**config.mk**
```make
export PLATFORM = sky130hd
export DESIGN_NAME = pc_sequencer_flat
export DESIGN_NICKNAME = d
export VERILOG_FILES = /design/src/rtl/pc_sequencer_if.sv /design/src/rtl/pc_sequencer.sv /design/src/flat_wrapper.sv
export SDC_FILE = /design/constraint.sdc
export NUM_CORES = 1
export LEC_CHECK = 0
export ABC_AREA = 0
export ABC_CLOCK_PERIOD_IN_PS = 4100
export CAP_MARGIN = 20
export CORE_MARGIN = 3
export CORE_UTILIZATION = 47
export CTS_BUF_LIST = sky130_fd_sc_hd__clkbuf_4 sky130_fd_sc_hd__clkbuf_8 sky130_fd_sc_hd__clkbuf_16
export CTS_CLUSTER_DIAMETER = 60
export DETAILED_ROUTE_END_ITERATION = 7
export PLACE_DENSITY_LB_ADDON = 0.25
export SYNTH_ARGS = -nofsm -noshare
export SYNTH_HDL_FRONTEND = slang
export SYNTH_SLANG_ARGS = --single-unit
```
**constraint.sdc**
```tcl
create_clock -name clk -period 4.1 [get_ports clk]
set_input_delay 0.82 -clock clk [delete_from_list [all_inputs] [get_ports clk]]
set_output_delay 0.82 -clock clk [all_outputs]
set_load 0.01 [all_outputs]
```
**src/rtl/pc_sequencer_if.sv**
```systemverilog
// Control-unit to PC-sequencer bundle: next-PC selects, targets, stall/interrupt
// qualifiers in; PC, EPC and status out.
interface pc_sequencer_if #(
  parameter int unsigned PC_W = 32
);
  logic [1:0]      pcSource;
  logic [15:0]     branchAddr;
  logic [25:0]     jumpAddr;
  logic [PC_W-1:0] regAddr;
  logic            isHalt;
  logic            isInsert;
  logic            inputAck;
  logic            intr;
  logic [PC_W-1:0] pc;
  logic [PC_W-1:0] pcPlusOne;
  logic [PC_W-1:0] epc;
  logic            stall;
  logic            intrTaken;

  modport master (
    output pcSource, branchAddr, jumpAddr, regAddr, isHalt, isInsert, inputAck, intr,
    input  pc, pcPlusOne, epc, stall, intrTaken
  );

  modport slave (
    input  pcSource, branchAddr, jumpAddr, regAddr, isHalt, isInsert, inputAck, intr,
    output pc, pcPlusOne, epc, stall, intrTaken
  );
endinterface

```
**src/rtl/pc_sequencer.sv**
```systemverilog
// Program-counter stage: sequential advance, jumps/branches, HALT freeze,
// IN-instruction wait on an acknowledge edge, and interrupt entry with EPC capture.
module pc_sequencer #(
  parameter int unsigned     PC_W         = 32,
  parameter logic [PC_W-1:0] RESET_VECTOR = '0,
  parameter logic [PC_W-1:0] INTR_VECTOR  = PC_W'(1)
) (
  input logic            clk,
  input logic            reset,
  pc_sequencer_if.slave  bus
);

  typedef enum logic [1:0] {StRun, StWaitInput, StHalted} state_e;

  state_e          state_q;
  logic [PC_W-1:0] pc_q;
  logic [PC_W-1:0] epc_q;
  logic            intr_taken_q;
  logic            ack_q;
  logic [PC_W-1:0] pc_plus_one;
  logic [PC_W-1:0] next_seq;
  logic            ack_rise;

  assign pc_plus_one = pc_q + PC_W'(1);
  assign ack_rise    = bus.inputAck & ~ack_q;

  always_comb begin
    next_seq = pc_plus_one;
    case (bus.pcSource)
      2'b00:   next_seq = pc_plus_one;
      2'b01:   next_seq = PC_W'(bus.branchAddr);
      2'b10:   next_seq = bus.regAddr;
      default: next_seq = PC_W'(bus.jumpAddr);
    endcase
  end

  always_ff @(posedge clk) begin
    if (reset) begin
      state_q      <= StRun;
      pc_q         <= RESET_VECTOR;
      epc_q        <= '0;
      intr_taken_q <= 1'b0;
      ack_q        <= 1'b0;
    end else begin
      // ack_q tracks the switch in every state so a level held from before the
      // wait cannot count as a fresh confirmation.
      ack_q        <= bus.inputAck;
      intr_taken_q <= 1'b0;
      case (state_q)
        StRun: begin
          if (bus.isHalt) begin
            state_q <= StHalted;
          end else if (bus.isInsert) begin
            state_q <= StWaitInput;
          end else if (bus.intr) begin
            epc_q        <= next_seq;
            pc_q         <= INTR_VECTOR;
            intr_taken_q <= 1'b1;
          end else begin
            pc_q <= next_seq;
          end
        end
        StWaitInput: begin
          if (ack_rise) begin
            pc_q    <= pc_plus_one;
            state_q <= StRun;
          end
        end
        StHalted: begin
        end
        default: state_q <= StRun;
      endcase
    end
  end

  assign bus.pc        = pc_q;
  assign bus.pcPlusOne = pc_plus_one;
  assign bus.epc       = epc_q;
  assign bus.stall     = (state_q != StRun);
  assign bus.intrTaken = intr_taken_q;

endmodule

```
**src/flat_wrapper.sv**
```systemverilog
// flat-port wrapper written by rule: the top's interface ports become plain ports
module pc_sequencer_flat 
#(
  parameter int unsigned     PC_W         = 32,
  parameter logic [PC_W-1:0] RESET_VECTOR = '0,
  parameter logic [PC_W-1:0] INTR_VECTOR  = PC_W'(1)
)
  (clk, reset, bus_pcSource, bus_branchAddr, bus_jumpAddr, bus_regAddr, bus_isHalt, bus_isInsert, bus_inputAck, bus_intr, bus_pc, bus_pcPlusOne, bus_epc, bus_stall, bus_intrTaken);
  pc_sequencer_if #(.PC_W(PC_W)) bus_i ();
  input logic clk;
  input logic reset;
  input wire logic [$bits(bus_i.pcSource)-1:0] bus_pcSource;
  input wire logic [$bits(bus_i.branchAddr)-1:0] bus_branchAddr;
  input wire logic [$bits(bus_i.jumpAddr)-1:0] bus_jumpAddr;
  input wire logic [$bits(bus_i.regAddr)-1:0] bus_regAddr;
  input wire logic [$bits(bus_i.isHalt)-1:0] bus_isHalt;
  input wire logic [$bits(bus_i.isInsert)-1:0] bus_isInsert;
  input wire logic [$bits(bus_i.inputAck)-1:0] bus_inputAck;
  input wire logic [$bits(bus_i.intr)-1:0] bus_intr;
  output wire logic [$bits(bus_i.pc)-1:0] bus_pc;
  output wire logic [$bits(bus_i.pcPlusOne)-1:0] bus_pcPlusOne;
  output wire logic [$bits(bus_i.epc)-1:0] bus_epc;
  output wire logic [$bits(bus_i.stall)-1:0] bus_stall;
  output wire logic [$bits(bus_i.intrTaken)-1:0] bus_intrTaken;
  assign bus_i.pcSource = bus_pcSource;
  assign bus_i.branchAddr = bus_branchAddr;
  assign bus_i.jumpAddr = bus_jumpAddr;
  assign bus_i.regAddr = bus_regAddr;
  assign bus_i.isHalt = bus_isHalt;
  assign bus_i.isInsert = bus_isInsert;
  assign bus_i.inputAck = bus_inputAck;
  assign bus_i.intr = bus_intr;
  assign bus_pc = bus_i.pc;
  assign bus_pcPlusOne = bus_i.pcPlusOne;
  assign bus_epc = bus_i.epc;
  assign bus_stall = bus_i.stall;
  assign bus_intrTaken = bus_i.intrTaken;
  pc_sequencer #(.PC_W(PC_W), .RESET_VECTOR(RESET_VECTOR), .INTR_VECTOR(INTR_VECTOR)) u_core (.clk(clk), .reset(reset), .bus(bus_i));
endmodule
```
* Word level (Yosys, flattened, before mapping)
Index checks and enable logic that the tools add are counted.
Word-level totals: bits in registers 68, input port bits 82, output and inout port bits 98, word-level logic and storage cells 39
Cells by class: $add $sub $neg 1, eq/ne operators 8, muxes and demuxes 11, bitwise operators 6, reduce and logical (&&, ||, !) cells 8
Operators by type and width (number):
- $mux W32 | 4
- $pmux W32 S3 | 1
- $pmux W32 S2 | 1
- $add A32 B1 Y32 const B | 1
- $reduce_and A4 Y1 | 2
- $mux W2 | 3
- $pmux W2 S3 | 1
- $not A1 Y1 | 5
- $eq A2 B1 Y1 const B | 2
- $eq A2 B2 Y1 const B | 2
- $logic_not A2 Y1 | 2
- $ne A2 B2 Y1 const B | 2
- $reduce_bool A2 Y1 | 2
- $reduce_or A4 Y1 | 1
- $ne A3 B3 Y1 const B | 1
- $reduce_and A3 Y1 | 1
- $ne A2 B1 Y1 const B | 1
- $and A1 B1 Y1 | 1
- $mux W1 | 1

* Longest topological paths before layout
Gate-level depths: netlist of the first run.
depth in word-level cells 6, depth in mapped cells 7, gate-level depth less buffers 7

* Worst setup path after synthesis of the first run
Ideal clock, no wire load.
path kind reg-to-output, start point reg u_core.pc_q[4] (netlist: u_core.bus.pc[4]), end point out bus_pcPlusOne[31], data arrival time 1.769 ns, data required time 3.280 ns, setup slack 1.511 ns, cell stages (with the launch flop) 7, path buffers 1, path through dfxtp_1 > buf_2 > nand4_2 > nor4_4 > and3_4 > nand4_2 > xnor2_1
On the way: longest elaborated chain between the ends 1
RTL lines:
- start: declaration | RTL line pc_sequencer.sv:16 | logic [PC_W-1:0] pc_q;
- start signal: assignment | RTL line pc_sequencer.sv:60 | pc_q <= next_seq;
- start signal: assignment | RTL line pc_sequencer.sv:65 | pc_q <= pc_plus_one;
- $add A32 B1 Y32 | RTL line pc_sequencer.sv:24 | assign pc_plus_one = pc_q + PC_W'(1);
- end: declaration | RTL line flat_wrapper.sv:21 | output wire logic [$bits(bus_i.pcPlusOne)-1:0] bus_pcPlusOne;
No other way between the ends.

* Final worst setup path of the first run
start point reg u_core.pc_q[0] (netlist: u_core.bus.pc[0]), end point out bus_pcPlusOne[20]
The elaborated chain is that of the path after synthesis.

==> impl_metrics.tcl, run 1 <==
set metrics [dict create \
    run_status "finished clean" \
    post_cts_buffers 0 \
    synth_top_family_by_area "simple AND/OR/NAND/NOR gates" \
    initialDrtViolationCount 265 \
    via_cell_ratio 6.13 \
    multi_input_comb_area_sq_mm 0.00271 \
    die-width_microns 101 \
    yosysSeqAreaShare 0.321 \
    grt_antenna_before_repair 0 \
    timing.setup.tns_ps 0 \
    num_antenna_cells 0 \
    cp.depth 6 \
    synthSimpleGateAreaFrac 0.287 \
    vias 4852 \
    setup.reg_to_reg.worst_slack_ps 1450 \
    post_synth_mux_area_share 0.102 \
    die_area_sq_mm 0.0102 \
    yosysWarningCount 0 \
    grt_pass1_vias 4639 \
    synth-compound-area-share 0.184 \
    synthesis.instances 515 \
    synth-seq-cells 68 \
    count_of_endpoints_failing_setup_in_the_final_report 0 \
    slew_headroom 0.403 \
    clock_tree.htree_level_count 3 \
    netlist_area_sq_mm 0.00425 \
    port_buffers 179 \
    cts_tree "built" \
    tritoncts_num_sinks 68 \
    worst_setup_path_start_kind "flop" \
    clk_pin_slew_worst_setup_hold_paths_ps 80 \
    core.rowCount 34 \
    syn_to_final_growth_pct 48.7 \
    clkLatencyLatePin_ps 350 \
    final_layout_size_suffix_gt1_frac 0.110 \
    finalHoldViolCount 0 \
    rsz_0062_raised_after_global_routing "no" \
    yosys.area_share.adder 0.00295 \
    critPathRequiredTime_ps 3280 \
    power-per-cell-area_mw_per_mm2 284 \
    detailedPlacementHpwl_microns 11300 \
    clockRootBuffer "sky130_fd_sc_hd__clkbuf_8" \
    syn-mean-instance-area_sq_um 8.24 \
    detail_route.drc_violations 0 \
    ys.flop_type "sky130_fd_sc_hd__dfxtp_1" \
    leakage_nw 2.25 \
    final_weighted_congestion_in_routability_driven_placement 0.934 \
    fmax_mhz 272 \
    critical_path.max_stage_delay_ps 600 \
    grt_max_degree 34 \
    final_nets 762 \
    overflow 0 \
    final.setup_skew_ps 9.58 \
    ant_nets 0 \
    path_buf_inv 1 \
    timing_worst_slew_pin_value_ps 892 \
    worstPathMaxFanout 9 \
    n_fill_cell 737 \
    timing.final.crit_period_ps 3680 \
    syn-num-nets 598 \
    timing.hold.worst.class "flop to flop" \
    worst-endpoint-arrival_ps 2860 \
    ios 180 \
    finalWirelength_microns 15300 \
    cts_resized 0 \
    placed_cell_area_sq_mm 0.00611 \
    drt-pass1-iter-count 5 \
    wire_length_of_the_first_global_routing_pass_microns 23600 \
    reg2regPathDepth 7 \
    start_util 0.484 \
    criticalPathCategory "flop to primary output" \
    power.ir.vdd_worst_mv 0.180 \
    worst_path_max_delay_cell "sky130_fd_sc_hd__clkdlybuf4s50_1" \
    worstHoldPathCells 2 \
    dieHeight_microns 101 \
    max_cap_viol_count 0 \
    clock_path_buffers 2 \
    category_of_cells_accounting_for_the_largest_share_of_critical_path_delay "simple AND/OR/NAND/NOR gates" \
    final.period_utilization 0.898 \
    number_of_buffers_added_by_the_clock_tree_synthesis_step 9 \
    track_usage 0.292 \
    netlist-cell-type-count 63 \
    cts.hold.buffers_added 0 \
    crit_chain "ha_1 > nand3_1 > nor2_2 > nand4_1 > xnor2_1 > clkdlybuf4s50_1" \
    async_flop_share 0 \
    worst_setup_path_end_kind "primary output" \
    placeableCoreArea_sq_mm 0.00876 \
    routed_wire_length_per_instance_microns 19.3 \
    maxSlewViolCount 0 \
    synth_edf_count 0 \
    synth_xor_area_frac 0.0619 \
    register_area_sq_mm 0.00136 \
    postLayoutCellArea_sq_mm 0.00631 \
]
## path summary, 6_finish.rpt
kind	from	endpoint
worst min register to register	u_core.bus.epc[10]	u_core.bus.epc[10]
worst max register to register	u_core.bus.pc[0]	u_core.bus.pc[8]
worst max-delay path	u_core.bus.pc[0]	bus_pcPlusOne[20]
worst min-delay path	u_core.bus.epc[10]	u_core.bus.epc[10]
## sequential cells by signal, summed over array words and instances (netlist names)
register	flops
u_core.state_q	2
u_core.ack_q	1
u_core.bus.pc	32
u_core.bus.epc	32
u_core.bus.intrTaken	1
## cells by family after synthesis
logic type	Yosys count
AND/OR/NAND/NOR	234
AO/OA/AOI/OAI	111
flip-flops	68
multiplexers	27
buffers and inverters	44
adder cells (fa/ha/maj)	1
XOR/XNOR	30
## layer usage
metal | track usage | vias to the layer above | share of wire
met5 | 0 | - | 0
met1 | 0.366 | 2336 | 0.39
met4 | 0.107 | 0 | 0.020
li1 | - | 2249 | -
met2 | 0.501 | 242 | 0.50
met3 | 0.0491 | 25 | 0.088
## cell usage in the layout, fill, tap and decap left out, drive strengths merged, types with 14 or more instances in the layout
cell type	instances
a21oi	26
clkdlybuf4s50	176
xnor2	21
nand3	14
nor3	38
nor2	69
nand4	16
dfxtp	68
a221oi	21
nand2	46
buf	17
## power by group
group | switching, mW | internal [mW]
clock network | 0.271 | 0.319
registers | 0.0452 | 0.695
logic | 0.212 | 0.249
total | 0.528 | 1.26
## synth_stat cells, drive strengths merged (13+ instances only)
cell | instances | area (sq um)
nor2 | 69 | 262
dfxtp | 68 | 1360
nand2 | 46 | 173
nor3 | 38 | 195
a21oi | 26 | 130
clkbuf | 25 | 93.8
a221oi | 21 | 184
xnor2 | 21 | 184
nand4 | 16 | 128
buf | 15 | 68.8
nand3 | 14 | 70.1
a211oi | 13 | 97.6
o21ai | 13 | 65.1
## worst reg2reg max path, cell delays in order (launching register included)
cell	delay, ps
sky130_fd_sc_hd__dfxtp_1	470
sky130_fd_sc_hd__ha_1	230
sky130_fd_sc_hd__nand3_1	300
sky130_fd_sc_hd__nor2_2	430
sky130_fd_sc_hd__xor2_1	200
sky130_fd_sc_hd__mux4_2	540
sky130_fd_sc_hd__a221oi_1	300
sky130_fd_sc_hd__nor3_1	80
## stage by stage
stage          cells  worst slack [ps]  hold WS, ps   util  power, mW
5_1_grt          792               157          484  0.720       1.86
3_5_place_dp     776               797          449  0.697       1.21
2_1_floorplan    515              1510          481      -      0.965
3_3_place_gp     776               861          442  0.697       1.20
4_1_cts          792               407          460  0.720       1.79
6_report         792               418          457  0.720       1.79
## cell type report
type / instances / area share
Inverter: 4 / 0.00238
Sequential cell: 68 / 0.216
Tap cell: 108 / 0.0214
Clock buffer: 12 / 0.0252
Multi-Input combinational cell: 403 / 0.430
Timing Repair Buffer: 193 / 0.298
Clock inverter: 4 / 0.00753
Note: power is estimated with default switching activity, not from simulation.
==> run 2: changes to the inputs <==
--- a/config.mk
+++ b/config.mk
@@ -14,6 +14,7 @@
 export CTS_CLUSTER_DIAMETER = 60
 export DETAILED_ROUTE_END_ITERATION = 7
 export PLACE_DENSITY_LB_ADDON = 0.25
+export SKIP_CTS_REPAIR_TIMING = 1
 export SYNTH_ARGS = -nofsm -noshare
 export SYNTH_HDL_FRONTEND = slang
 export SYNTH_SLANG_ARGS = --single-unit
==> results of run 2 <==
No change in the layout: final DEF, timing and power equal those of run 1.
==> run 3: changes to the inputs <==
--- a/config.mk
+++ b/config.mk
@@ -6,14 +6,14 @@
 export NUM_CORES = 1
 export LEC_CHECK = 0
 export ABC_AREA = 0
-export ABC_CLOCK_PERIOD_IN_PS = 4100
+export ABC_CLOCK_PERIOD_IN_PS = 3200
 export CAP_MARGIN = 20
 export CORE_MARGIN = 3
-export CORE_UTILIZATION = 47
+export CORE_UTILIZATION = 39
 export CTS_BUF_LIST = sky130_fd_sc_hd__clkbuf_4 sky130_fd_sc_hd__clkbuf_8 sky130_fd_sc_hd__clkbuf_16
 export CTS_CLUSTER_DIAMETER = 60
 export DETAILED_ROUTE_END_ITERATION = 7
-export PLACE_DENSITY_LB_ADDON = 0.25
+export PLACE_DENSITY = 0.85
 export SKIP_CTS_REPAIR_TIMING = 1
 export SYNTH_ARGS = -nofsm -noshare
 export SYNTH_HDL_FRONTEND = slang
==> constraint.sdc (replaced) <==
create_clock -name clk -period 3.2 [get_ports clk]
set_input_delay 0.64 -clock clk [delete_from_list [all_inputs] [get_ports clk]]
set_output_delay 0.64 -clock clk [all_outputs]
set_load 0.01 [all_outputs]
==> impl_metrics.tcl, run 3 (synthesis gave the netlist of run 1 again) <==
set metrics [dict create \
    run_status "finished clean" \
    power.ir.vdd_worst_mv 0.218 \
    final_layout_size_suffix_gt1_frac 0.179 \
    start_util 0.406 \
    swShare 0.296 \
    final_common_cell "sky130_fd_sc_hd__clkdlybuf4s50_1" \
    dieHeight_microns 110 \
    worst-endpoint-arrival_ps 2450 \
    hp-start "u_core.bus.epc[16]" \
    clock_tree.htree_level_count 3 \
    pwr-share-comb 0.267 \
    clockRootBuffer "sky130_fd_sc_hd__clkbuf_8" \
    internal-power_mw 1.69 \
    port_buffers 179 \
    multi_input_comb_area_sq_mm 0.00285 \
    final_weighted_congestion_in_routability_driven_placement 0.950 \
    final_critical_path_setup_slack_ps 113 \
    final.period_utilization 0.965 \
    grt_max_degree 35 \
    worstHoldPathCells 2 \
    drt-pass1-iter-count 5 \
    detailedPlacementHpwl_microns 12400 \
    die_area_sq_mm 0.0122 \
    seq_power_share 0.391 \
    worstHoldEndpoint "u_core.bus.epc[16]" \
    clkLatencyLatePin_ps 350 \
    track_usage 0.265 \
    ios 180 \
    final_core_utilization 0.644 \
    power-per-cell-area_mw_per_mm2 357 \
    detail_route.drc_violations 0 \
    ant_nets 0 \
    routed_wire_length_per_instance_microns 19.7 \
    core.rowCount 37 \
    r2r_end "u_core.bus.epc[14]" \
    placeableCoreArea_sq_mm 0.0105 \
    leakage_nw 2.64 \
    initialDrtViolationCount 362 \
    grt_antenna_before_repair 0 \
    tritoncts_num_sinks 68 \
    clk_pin_slew_worst_setup_hold_paths_ps 80 \
    clock_path_buffers 2 \
    final.setup_skew_ps 10.1 \
    overflow 0 \
    timing.hold.worst.class "flop to flop" \
    detailedPlace.worstSlack_ps 270 \
    number_of_buffers_added_by_the_clock_tree_synthesis_step 9 \
    finalWirelength_microns 16700 \
    num_antenna_cells 0 \
    final_nets 789 \
    reg2regPathDepth 9 \
    via_cell_ratio 5.88 \
    slew_headroom 0.536 \
    n_fill_cell 891 \
    timing.setup.tns_ps 0 \
    cts_tree "built" \
    setup.reg_to_reg.worst_slack_ps 830 \
    syn_to_final_growth_pct 58.7 \
    criticalPathCategory "flop to primary output" \
    regToRegStartpoint "u_core.bus.pc[1]" \
    die-width_microns 110 \
    total_switching_power_uw 712 \
    worst_setup_path_start_kind "flop" \
    max_cap_viol_count 0 \
    worst_setup_path_end_kind "primary output" \
    maxSlewViolCount 0 \
    critPathRequiredTime_ps 2560 \
    fmax_mhz 324 \
    register_area_sq_mm 0.00138 \
    count_of_endpoints_failing_setup_in_the_final_report 0 \
    worstPathMaxFanout 6 \
    clock_power_share 0.341 \
    final_cell_mix "sky130_fd_sc_hd__clkdlybuf4s50_1 (168), sky130_fd_sc_hd__nor2_1 (67), sky130_fd_sc_hd__dfxtp_1 (59)" \
    finalHoldViolCount 0 \
    timing_worst_slew_pin_value_ps 694 \
    timing.final.crit_period_ps 3090 \
    wire_length_of_the_first_global_routing_pass_microns 25200 \
    grt_pass1_vias 4839 \
    vias 4984 \
]
-- run 3: final cells by class --
type / count / area share
Clock buffer: 10 / 0.0204
Clock inverter: 6 / 0.0128
Inverter: 4 / 0.00223
Multi-Input combinational cell: 403 / 0.423
Sequential cell: 68 / 0.204
Tap cell: 136 / 0.0253
Timing Repair Buffer: 220 / 0.312
-- run 3: worst max-delay path by stage --
stage                     slack (ps)             start                 to
after global routing             -50  u_core.bus.pc[2]  bus_pcPlusOne[21]
final                            110  u_core.bus.pc[7]  bus_pcPlusOne[24]
after global placement           260  u_core.bus.pc[0]  bus_pcPlusOne[30]
after floorplan                  790  u_core.bus.pc[4]  bus_pcPlusOne[31]
after CTS                       -120  u_core.bus.pc[5]  bus_pcPlusOne[30]
after detailed placement         270  u_core.bus.pc[1]  bus_pcPlusOne[30]
-- run 3: per-layer routing --
metal  global-route usage  part of all wire  wire [microns]
met4                0.100             0.017             289
met1                0.347              0.40            6720
met5                    0                 0               0
met2                0.438              0.49            8150
met3               0.0454             0.092            1530
-- run 3: power groups by stage --
| stage | registers [mW] | logic [mW] | clock network [mW] |
|---|---|---|---|
| 2_1_floorplan | 0.972 | 0.265 | 0 |
| 5_1_grt | 0.948 | 0.685 | 0.858 |
| 3_3_place_gp | 0.951 | 0.619 | 0 |
| 4_1_cts | 0.935 | 0.633 | 0.823 |
| 6_report | 0.941 | 0.642 | 0.821 |
| 3_5_place_dp | 0.954 | 0.629 | 0 |
-- run 3: per-stage QoR --
| step | hold WS [ps] | total power, mW | cell area, sq um | cells |
|---|---|---|---|---|
| after floorplan | 481 | 1.24 | 4250 | 515 |
| after CTS | 467 | 2.39 | 6550 | 845 |
| after detailed placement | 453 | 1.58 | 6330 | 829 |
| after global placement | 445 | 1.57 | 6330 | 829 |
| after global routing | 491 | 2.49 | 6740 | 847 |
| final | 463 | 2.40 | 6740 | 847 |
-- run 3: worst max-delay path, stage by stage (launching register included) --
cell,delay (ps)
sky130_fd_sc_hd__dfxtp_1,470
sky130_fd_sc_hd__nand4_4,220
sky130_fd_sc_hd__nor4_2,350
sky130_fd_sc_hd__nand3_1,140
sky130_fd_sc_hd__xnor2_1,310
sky130_fd_sc_hd__clkdlybuf4s50_1,610
